## src/rtl/video_timing_gen.sv

```systemverilog
// Parametrised raster timing generator: sync, blank/DE, x/y, sof/eol.
// Optional frame counter port o_frame when VTG_FRAME_COUNT_EN is defined.
module video_timing_gen #(
  parameter int H_ACTIVE = 640,
  parameter int H_FP     = 16,
  parameter int H_SYNC   = 96,
  parameter int H_BP     = 48,
  parameter int V_ACTIVE = 480,
  parameter int V_FP     = 10,
  parameter int V_SYNC   = 2,
  parameter int V_BP     = 33,
  parameter bit HS_POL   = 1'b0,
  parameter bit VS_POL   = 1'b0,
  parameter int CW       = 12
) (
  input  logic          i_clk,
  input  logic          i_arst,
  input  logic          i_en,
  output logic          o_hsync,
  output logic          o_vsync,
  output logic          o_blank,
  output logic          o_de,
  output logic [CW-1:0] o_x,
  output logic [CW-1:0] o_y,
  output logic          o_sof,
  output logic          o_eol
`ifdef VTG_FRAME_COUNT_EN
  ,
  output logic [15:0]   o_frame
`endif
);

  localparam int H_TOTAL = H_ACTIVE + H_FP + H_SYNC + H_BP;
  localparam int V_TOTAL = V_ACTIVE + V_FP + V_SYNC + V_BP;

  // Reject degenerate regions and totals that overflow the counters.
  if (H_ACTIVE < 1 || H_FP < 1 || H_SYNC < 1 || H_BP < 1 ||
      V_ACTIVE < 1 || V_FP < 1 || V_SYNC < 1 || V_BP < 1 ||
      CW < 1 || H_TOTAL > 2**CW || V_TOTAL > 2**CW) begin : g_bad
    $error("video_timing_gen: illegal timing parameters");
  end

  localparam logic [CW-1:0] H_FP_AT  = CW'(H_ACTIVE);
  localparam logic [CW-1:0] H_SY_AT  = CW'(H_ACTIVE + H_FP);
  localparam logic [CW-1:0] H_BP_AT  = CW'(H_ACTIVE + H_FP + H_SYNC);
  localparam logic [CW-1:0] H_LAST   = CW'(H_TOTAL - 1);
  localparam logic [CW-1:0] V_FP_AT  = CW'(V_ACTIVE);
  localparam logic [CW-1:0] V_SY_AT  = CW'(V_ACTIVE + V_FP);
  localparam logic [CW-1:0] V_BP_AT  = CW'(V_ACTIVE + V_FP + V_SYNC);
  localparam logic [CW-1:0] V_LAST   = CW'(V_TOTAL - 1);

  typedef enum logic [1:0] {
    H_ACT, H_FPR, H_SYN, H_BPR
  } h_st_e;

  typedef enum logic [1:0] {
    V_ACT, V_FPR, V_SYN, V_BPR
  } v_st_e;

  logic [CW-1:0] hc_q, hc_d;
  logic [CW-1:0] vc_q, vc_d;
  h_st_e         hst_q;
  v_st_e         vst_q;
  logic          h_wrap, v_wrap;
  logic          de_c, vact_c, sof_c, eol_c;
  logic          hs_c, vs_c;

  // Next raster position and decode of the current one.
  always_comb begin
    h_wrap = (hc_q == H_LAST);
    v_wrap = (vc_q == V_LAST);
    hc_d   = h_wrap ? '0 : hc_q + CW'(1);
    vc_d   = vc_q;
    if (h_wrap) begin
      vc_d = v_wrap ? '0 : vc_q + CW'(1);
    end
    vact_c = (vst_q == V_ACT);
    de_c   = (hst_q == H_ACT) && vact_c;
    hs_c   = (hst_q == H_SYN) ? HS_POL : ~HS_POL;
    vs_c   = (vst_q == V_SYN) ? VS_POL : ~VS_POL;
    sof_c  = (hc_q == '0) && (vc_q == '0);
    eol_c  = h_wrap;
  end

  // Counters, region FSMs and registered outputs; all hold when i_en=0.
  always_ff @(posedge i_clk or posedge i_arst) begin
    if (i_arst) begin
      hc_q    <= '0;
      vc_q    <= '0;
      hst_q   <= H_ACT;
      vst_q   <= V_ACT;
      o_hsync <= ~HS_POL;
      o_vsync <= ~VS_POL;
      o_blank <= 1'b1;
      o_de    <= 1'b0;
      o_x     <= '0;
      o_y     <= '0;
      o_sof   <= 1'b0;
      o_eol   <= 1'b0;
    end else if (i_en) begin
      o_hsync <= hs_c;
      o_vsync <= vs_c;
      o_blank <= ~de_c;
      o_de    <= de_c;
      o_x     <= de_c ? hc_q : '0;
      o_y     <= vact_c ? vc_q : '0;
      o_sof   <= sof_c;
      o_eol   <= eol_c;
      hc_q    <= hc_d;
      vc_q    <= vc_d;
      unique case (hst_q)
        H_ACT: if (hc_d == H_FP_AT) hst_q <= H_FPR;
        H_FPR: if (hc_d == H_SY_AT) hst_q <= H_SYN;
        H_SYN: if (hc_d == H_BP_AT) hst_q <= H_BPR;
        H_BPR: if (h_wrap)          hst_q <= H_ACT;
      endcase
      if (h_wrap) begin
        unique case (vst_q)
          V_ACT: if (vc_d == V_FP_AT) vst_q <= V_FPR;
          V_FPR: if (vc_d == V_SY_AT) vst_q <= V_SYN;
          V_SYN: if (vc_d == V_BP_AT) vst_q <= V_BPR;
          V_BPR: if (v_wrap)          vst_q <= V_ACT;
        endcase
      end
    end
  end

`ifdef VTG_FRAME_COUNT_EN
  logic [15:0] frame_q;
  logic        seen_q;

  // Count frames from the second sof on; the first frame reads 0.
  always_ff @(posedge i_clk or posedge i_arst) begin
    if (i_arst) begin
      frame_q <= '0;
      seen_q  <= 1'b0;
    end else if (i_en && sof_c) begin
      seen_q <= 1'b1;
      if (seen_q) begin
        frame_q <= frame_q + 16'd1;
      end
    end
  end

  assign o_frame = frame_q;
`endif

endmodule

```

## config.mk

```make
export PLATFORM = sky130hd
export DESIGN_NAME = video_timing_gen
export DESIGN_NICKNAME = d
export VERILOG_FILES = /design/src/rtl/video_timing_gen.sv
export SDC_FILE = /design/constraint.sdc
export NUM_CORES = 1
export LEC_CHECK = 0
export ABC_CLOCK_PERIOD_IN_PS = 3700
export BUFFER_PORTS_ARGS = -buffer_cell sky130_fd_sc_hd__buf_2
export CORE_AREA = 2 2 93 95
export CTS_CLUSTER_DIAMETER = 30
export DETAILED_ROUTE_END_ITERATION = 8
export DIE_AREA = 0 0 95 97
export GPL_TIMING_DRIVEN = 0
export PLACE_DENSITY = 0.55
export SLEW_MARGIN = 30
export SYNTH_ARGS = -nofsm -noshare
export SYNTH_HDL_FRONTEND = slang
export SYNTH_SLANG_ARGS = --single-unit
```

## constraint.sdc

```tcl
create_clock -name i_clk -period 3.7 [get_ports i_clk]
set_input_delay 0.37 -clock i_clk [delete_from_list [all_inputs] [get_ports i_clk]]
set_output_delay 0.37 -clock i_clk [all_outputs]
set_load 0.01 [all_outputs]
```

== Word level (Yosys, flattened, before mapping) ==
Cells that the tools add are included.

* Register bits: 58
* Output and inout bits: 30
* Input bits: 3

* Bitwise operators: 1
* Add/subtract/negate cells: 2
* Muxes and demuxes: 17
* Equal/unequal tests: 22
* Reduce and logical (&&, ||, !) cells: 8

{| class="wikitable"
|+ Operator list
! cell !! number
|-
| $eq 12x10->1 const B || 5
|-
| $mux 12 || 5
|-
| $eq 12x9->1 const B || 3
|-
| $add 12x1->12 const B || 2
|-
| $logic_not 12->1 || 2
|-
| $mux 2 || 8
|-
| $pmux 2 s4 || 2
|-
| $eq 2x2->1 const B || 4
|-
| $ne 2x1->1 const B || 4
|-
| $ne 2x2->1 const B || 4
|-
| $reduce_and 6->1 || 1
|-
| $reduce_and 5->1 || 1
|-
| $eq 2x1->1 const B || 2
|-
| $logic_not 2->1 || 2
|-
| $logic_and 1x1->1 || 2
|-
| $mux 1 || 2
|-
| $not 1->1 || 1
|}

== Longest topological paths before layout ==
Gate-level depths: netlist (run 1).

* Depth after elaboration: 6
* Gate-level depth with buffers: 11

== Worst setup path after synthesis (run 1) ==
No wires, ideal clock.

* Path type: register to register
* Start: register hc_q[6]
* End: register vst_q[1]
* Clock period less this slack: 3.081 ns
* Required time: 3.575 ns
* Setup time: 0.125 ns
* Arrival: 2.956 ns
* Cell stages (with the launch flop): 9
* Path slack: 0.619 ns
* Cells stage by stage: dfrtp_1 > clkbuf_1 > or4_4 > or4_4 > or4_4 > a211oi_2 > a31oi_1 > a211o_1 > mux2_4

* Longest elaborated chain between the ends: 5

{| class="wikitable"
|+ Ends and longest elaborated chain
! what !! line !! source
|-
| start, declared || 60 || <nowiki>logic [CW-1:0] hc_q, hc_d;</nowiki>
|-
| start signal, assigned || 88 || <nowiki>hc_q <= '0;</nowiki>
|-
| start signal, assigned || 109 || <nowiki>hc_q <= hc_d;</nowiki>
|-
| $eq 12x10->1 (*) || 70 || <nowiki>h_wrap = (hc_q == H_LAST);</nowiki>
|-
| $mux 12 || 74 || <nowiki>if (h_wrap) begin</nowiki>
|-
| $eq 12x9->1, on equally long branches || 120, 119, 121 ||
|-
| $ne 2x2->1 (no line) / $ne 2x1->1 (equally long branches) || -- ||
|-
| $reduce_and 6->1 (no line) (*) || -- ||
|-
| end signal, assigned || 120 || <nowiki>V_FPR: if (vc_d == V_SY_AT) vst_q <= V_SYN;</nowiki>
|-
| end signal, assigned || 121 || <nowiki>V_SYN: if (vc_d == V_BP_AT) vst_q <= V_BPR;</nowiki>
|-
| end signal, assigned || 122 || <nowiki>V_BPR: if (v_wrap) vst_q <= V_ACT;</nowiki>
|-
| end, declared || 63 || <nowiki>v_st_e vst_q;</nowiki>
|}

Every way passes the cells marked *; elsewhere a longest branch is shown, timed or not.
A chain may end at the register's enable or synchronous reset.

== Worst setup path in the final report (run 1) ==
Same ends and word-level chain as after synthesis.

==> impl_metrics.csv, run 1 <==
group,metric,value,unit
timing,max_freq,295,MHz
layout,insertedDiodeCount,0,
yosys,yosys.area.top_type_share,0.427,
clock_tree,clk-insertion-delay-late,0.34,ns
placed_design,io_buffers,31,
timing,maxSlewHeadroom,0.574,
yosys,synth_flop_cell,"dfrtp_1",
critical_path,crit_fanout,10,
timing,finalHoldViolCount,0,
die,chipWidth,95,µm
hold_path,holdCritPathClass,"in2async",
yosys,syn_area,3230,µm²
clock_tree,cts_tree,"built",
layout,final_nets,412,
critical_path,cpPeakStageDelay,0.57,ns
critical_path,cp-start-kind,"flip-flop",
route,dr.pass1.iters,4,
layout,multi_input_area,1560,µm²
layout,fillers,819,
timing,tns,0,ns
yosys,yosys-top-cells-area,"dfrtp_1 43%, o21ai_0 5.7%, ha_1 5.4%",
pwr,p_leak,1.67,nW
route,wl_per_cell,16.0,µm
critical_path,cp-end-kind,"flip-flop",
route,viasPerCell,5.44,
route,wirelength,8080,µm
yosys,synth_nets,369,
global_route,overflow,0,
clock_tree,clk_pin_slew,0.07,ns
timing,drv_slew,0,
clock_tree,cts_made_buffers,9,
yosys,synth_largest_area_cell,"dfrtp_1",
pwr,power_density,427,nW/µm²
timing,rsz0062_at_grt,"false",
layout,stdcell_count,505,
critical_path,crit_chain,"clkbuf_1 > or4_4 > or4_4 > clkbuf_1 > o31a_1 > a211oi_2 > a31oi_1 > a211o_1 > mux2_4",
yosys,synthCells,352,
global_route,grtUsageTotal,0.190,
clock_tree,clockBufferDepth,2,
timing,finalCritPeriodShare,0.917,
placed_design,dp_hpwl,5620,µm
global_route,grt_pass1_wl,13600,µm
die,ios,33,
critical_path,criticalPathCategory,"reg2reg",
clock_tree,clock-sinks,58,
flow_run,maxCapViolations,0,
layout,regArea,1460,µm²
die,design.core.area,8130,µm²
route,drc_errors,0,
yosys,async_flop_share,1.00,
layout,fin_util,0.462,
die,die_y,97,µm
timing,min_period,3.39,ns
critical_path,required,3.92,ns
die,num_rows,33,
yosys,ys_seq_elements,58,
critical_path,cp_slowest_cell,"or4_4",
route,drt-initial-drc-count,193,
timing,setup_viol,0,
yosys,synth_edf_count,0,
timing,hold_slack,0.00863,ns
die,die_area,9220,µm²
timing,tightest_slew,0.639,ns
yosys,yosys_warnings,0,
layout,area_growth,16.6,%
clock_tree,htreeDepth,3,
die,start_util,0.397,
timing,clock_skew,0.00976,ns
yosys,avgSynthCellArea,9.17,µm²
placed_design,dp_cells,489,
yosys,synthTopCellsByCount,"55 x dfrtp_1, 37 x o21ai_0, 31 x clkbuf_1, 26 x nand2_1, 24 x inv_1",
global_route,grt_max_degree,32,
layout,drive_above_1_share,0.158,
outcome,outcome,"completed",
global_route,grt_pass1_vias,2576,
yosys,synth_cell_type_count,48,
global_route,antenna_found_initial,0,
critical_path,arrival,3.62,ns
placed_design,gp_congestion,0.849,
route,vias,2745,
yosys,yosysSeqAreaShare,0.451,
clock_tree,clock-root-buffer,"clkbuf_8",
yosys,synth_most_common_cell,"dfrtp_1",
route,drtAntennaViolNets,0,
pwr,ir_worst_vdd,0.000166,V
[path summary, 6_finish.rpt]
path                               from  endpoint  depth (start not counted)  slack [ns]
min in group i_clk                 o_de      o_de                          1        0.48
worst min register to register     o_de      o_de                          1        0.48
worst max register to register  hc_q[6]  vst_q[1]                          9        0.31
worst max-delay path            hc_q[6]  vst_q[1]                          9        0.31
max in group asynchronous        i_arst   o_vsync                          3        3.13
worst min-delay path             i_arst    o_y[2]                          2       0.009
[cells by family (layout without fill, tap and decap cells)]
| kind of cell | after synthesis | after routing | synth area share |
|---|---|---|---|
| AO/OA/AOI/OAI | 87 | 87 | 0.176 |
| AND/OR/NAND/NOR | 115 | 115 | 0.193 |
| XOR/XNOR | 15 | 15 | 0.0407 |
| buffers and inverters | 58 | 106 | 0.0679 |
| adder cells (fa/ha/maj) | 14 | 14 | 0.0543 |
| multiplexers | 5 | 5 | 0.0178 |
| flip-flops | 58 | 58 | 0.451 |
[power breakdown]
group,internal (mW),switching [mW],leakage [nW]
clock network,0.395,0.264,0.109
logic,0.0939,0.159,0.808
registers,0.668,0.0248,0.756
[worst max-delay path: cells and delay by family (launching register included)]
kind,cells,cell delay (ns)
compound gates,4,1.02
buf+inv,2,0.45
flops,1,0.36
mux,1,0.31
simple gates,2,1.13
[placed cells by master (no fill, tap or decap), types with 4 or more instances in the layout]
cell | synthesis | layout
clkbuf_1 | 31 | 32
a21oi_1 | 9 | 9
nand4_1 | 8 | 8
and3_1 | 9 | 9
o31ai_1 | 7 | 7
nand3_1 | 23 | 23
o21ai_0 | 37 | 37
a31oi_1 | 5 | 5
a22o_1 | 13 | 13
nor4_1 | 5 | 4
nor2_1 | 14 | 14
clkbuf_8 | 0 | 10
inv_1 | 24 | 23
ha_1 | 14 | 14
nand2_1 | 26 | 26
dfrtp_1 | 55 | 55
or3_1 | 5 | 5
xnor2_1 | 11 | 11
nor3_1 | 9 | 9
xor2_1 | 4 | 4
buf_2 | 1 | 32
[layout make-up]
cell class                      count  share of cell area
Multi-Input combinational cell    236               0.415
Sequential cell                    58               0.387
Timing Repair Buffer               32              0.0466
Clock buffer                       11              0.0376
Tap cell                          105              0.0349
Buffer                             33              0.0333
Inverter                           25              0.0256
Clock inverter                      5              0.0206
[flip-flops by register name, summed over array words and instances (netlist names)]
| register | flops |
|---|---|
| vc_q | 12 |
| o_hsync | 1 |
| vst_q | 2 |
| o_eol | 1 |
| o_sof | 1 |
| o_de | 1 |
| o_blank | 1 |
| o_x | 12 |
| hc_q | 12 |
| hst_q | 2 |
| o_vsync | 1 |
| o_y | 12 |
[repair_timing]
item / 4_1_cts / 5_1_grt
setup buffers: 0 / 0
setup endpoints to repair: 0 / 1
resized for setup: 0 / 1
hold buffers: 0 / 0
[layer usage]
metal  vias up  GRT usage  wire length [µm]
li1       1336          -                 -
met1      1315      0.289              4020
met3        10     0.0514               504
met2        84      0.261              3470
met4         0     0.0546                93
met5         -          0                 0
[through the flow]
stage | total power, mW | setup slack (ns) | instance area (µm²)
6_report | 1.60 | 0.306 | 3760
5_1_grt | 1.69 | 0.159 | 3760
4_1_cts | 1.61 | 0.172 | 3750
3_5_place_dp | 0.954 | 0.198 | 3540
3_3_place_gp | 0.945 | 0.208 | 3510
2_1_floorplan | 0.892 | 0.619 | 3230
No activity file was read; power rests on OpenSTA's default activity.
==> run 2: changes to the inputs <==
Settings changed: REMOVE_ABC_BUFFERS set to 1, SKIP_LAST_GASP set to 1.
==> impl_metrics.csv, run 2 (synthesized netlist as in run 1, its figures left out) <==
group,metric,value,unit
outcome,outcome,"completed",
placed_design,gp_congestion,0.836,
clock_tree,clock-sinks,58,
placed_design,place_ws,0.362,ns
layout,final_nets,383,
pwr,p_leak,1.64,nW
timing,maxSlewHeadroom,0.417,
global_route,antenna_found_initial,0,
placed_design,postPlaceCellArea,3440,µm²
die,die_y,97,µm
die,ios,33,
layout,final_cell_area,3650,µm²
route,wirelength,6960,µm
critical_path,crit_chain,"or4_4 > or4_4 > or4_4 > a211oi_2 > a31oi_1 > a211o_1 > mux2_4",
clock_tree,htreeDepth,3,
global_route,overflow,0,
timing,rsz0062_at_grt,"false",
critical_path,cp-start-kind,"flip-flop",
clock_tree,postCtsSetupBuffers,0,
clock_tree,cts_resized,0,
global_route,grt_max_degree,54,
layout,fin_util,0.449,
critical_path,cp-end-kind,"flip-flop",
layout,final_common_cell,"dfrtp_1",
layout,area_growth,13.2,%
global_route,grtUsageTotal,0.161,
placed_design,io_buffers,32,
critical_path,criticalPathCategory,"reg2reg",
timing,setup_viol,0,
layout,layout_common_cells,"55 x dfrtp_1, 37 x o21ai_0, 34 x buf_2",
pwr,finalPower,1.52,mW
critical_path,cpPeakStageDelay,0.63,ns
clock_tree,cts_hold_buf,1,
critical_path,crit_path_frequent_cell,"or4_4",
die,chipWidth,95,µm
route,wl_per_cell,14.6,µm
pwr,power_density,417,nW/µm²
timing,tightest_slew,0.869,ns
global_route,grt_pass1_wl,11900,µm
clock_tree,clk_pin_slew,0.07,ns
route,dr.pass1.iters,4,
die,die_area,9220,µm²
die,start_util,0.397,
route,drt-initial-drc-count,130,
critical_path,arrival,3.56,ns
die,design.core.area,8130,µm²
clock_tree,cts_made_buffers,9,
layout,drive_above_1_share,0.178,
critical_path,crit_fanout,14,
placed_design,dp_hpwl,4670,µm
clock_tree,clock-root-buffer,"clkbuf_8",
global_route,grt_pass1_vias,2407,
timing,worst_slack,0.360,ns
timing,min_period,3.34,ns
timing,drv_slew,0,
route,vias,2566,
clock_tree,cts_tree,"built",
clock_tree,clk-insertion-delay-late,0.34,ns
hold_path,holdCritPathClass,"reg2reg",
route,drc_errors,0,
clock_tree,clockBufferDepth,2,
route,drtAntennaViolNets,0,
timing,finalCritPeriodShare,0.903,
critical_path,cp_slowest_cell,"or4_4",
layout,insertedDiodeCount,0,
critical_path,required,3.92,ns
flow_run,maxCapViolations,0,
timing,finalHoldViolCount,0,
timing,max_freq,299,MHz
die,num_rows,33,
pwr,ir_worst_vdd,0.000169,V
route,viasPerCell,5.39,
timing,clock_skew,0.0115,ns
[run 2: area by class of cell]
type,count,area [µm²]
fillers,784,4480
repair buffers,36,200
well taps,105,131
inverters,25,96.3
multi-input cells,236,1560
flip-flops and latches,58,1460
clock inverters,4,50.0
clock buffers,12,155
[run 2: worst paths after layout]
check,start,end,slack [ns],cells after the start
setup reg to reg,hc_q[5],vst_q[1],0.36,7
setup / recovery,hc_q[5],vst_q[1],0.36,7
hold reg to reg,o_de,o_de,0.48,1
min in group asynchronous,i_arst,vc_q[4],0.53,3
max in group asynchronous,i_arst,o_blank,2.61,4
hold / removal,o_de,o_de,0.48,1
[run 2: power by group]
part	total, mW	switching (mW)	leakage [nW]	internal (mW)
registers	0.750	0.0813	0.756	0.668
clock network	0.603	0.256	0.0986	0.347
logic	0.171	0.0889	0.785	0.0826
[run 2: worst max-delay path: cells and delay by family, from the launching register on]
| family | cells | cell delay, ns |
|---|---|---|
| flip-flops | 1 | 0.47 |
| AND/OR/NAND/NOR | 3 | 1.77 |
| AO/OA/AOI/OAI | 3 | 0.67 |
| multiplexers | 1 | 0.31 |
[run 2: stage by stage]
stage | hold WS, ns | cells | TNS [ns]
final | 0.477 | 476 | 0
after floorplan | 0.420 | 319 | 0
after detailed placement | 0.350 | 459 | 0
after global routing | 0.495 | 476 | 0
after CTS | 0.484 | 476 | 0
after global placement | 0.459 | 456 | -4.33
[run 2: per-layer routing]
layer / track usage / part of all wire / up-vias / routed length, µm
li1: - / - / 1286 / -
met1: 0.233 / 0.50 / 1232 / 3460
met2: 0.237 / 0.45 / 38 / 3140
met3: 0.0319 / 0.033 / 10 / 228
met4: 0.0624 / 0.018 / 0 / 127
met5: 0 / 0 / - / 0
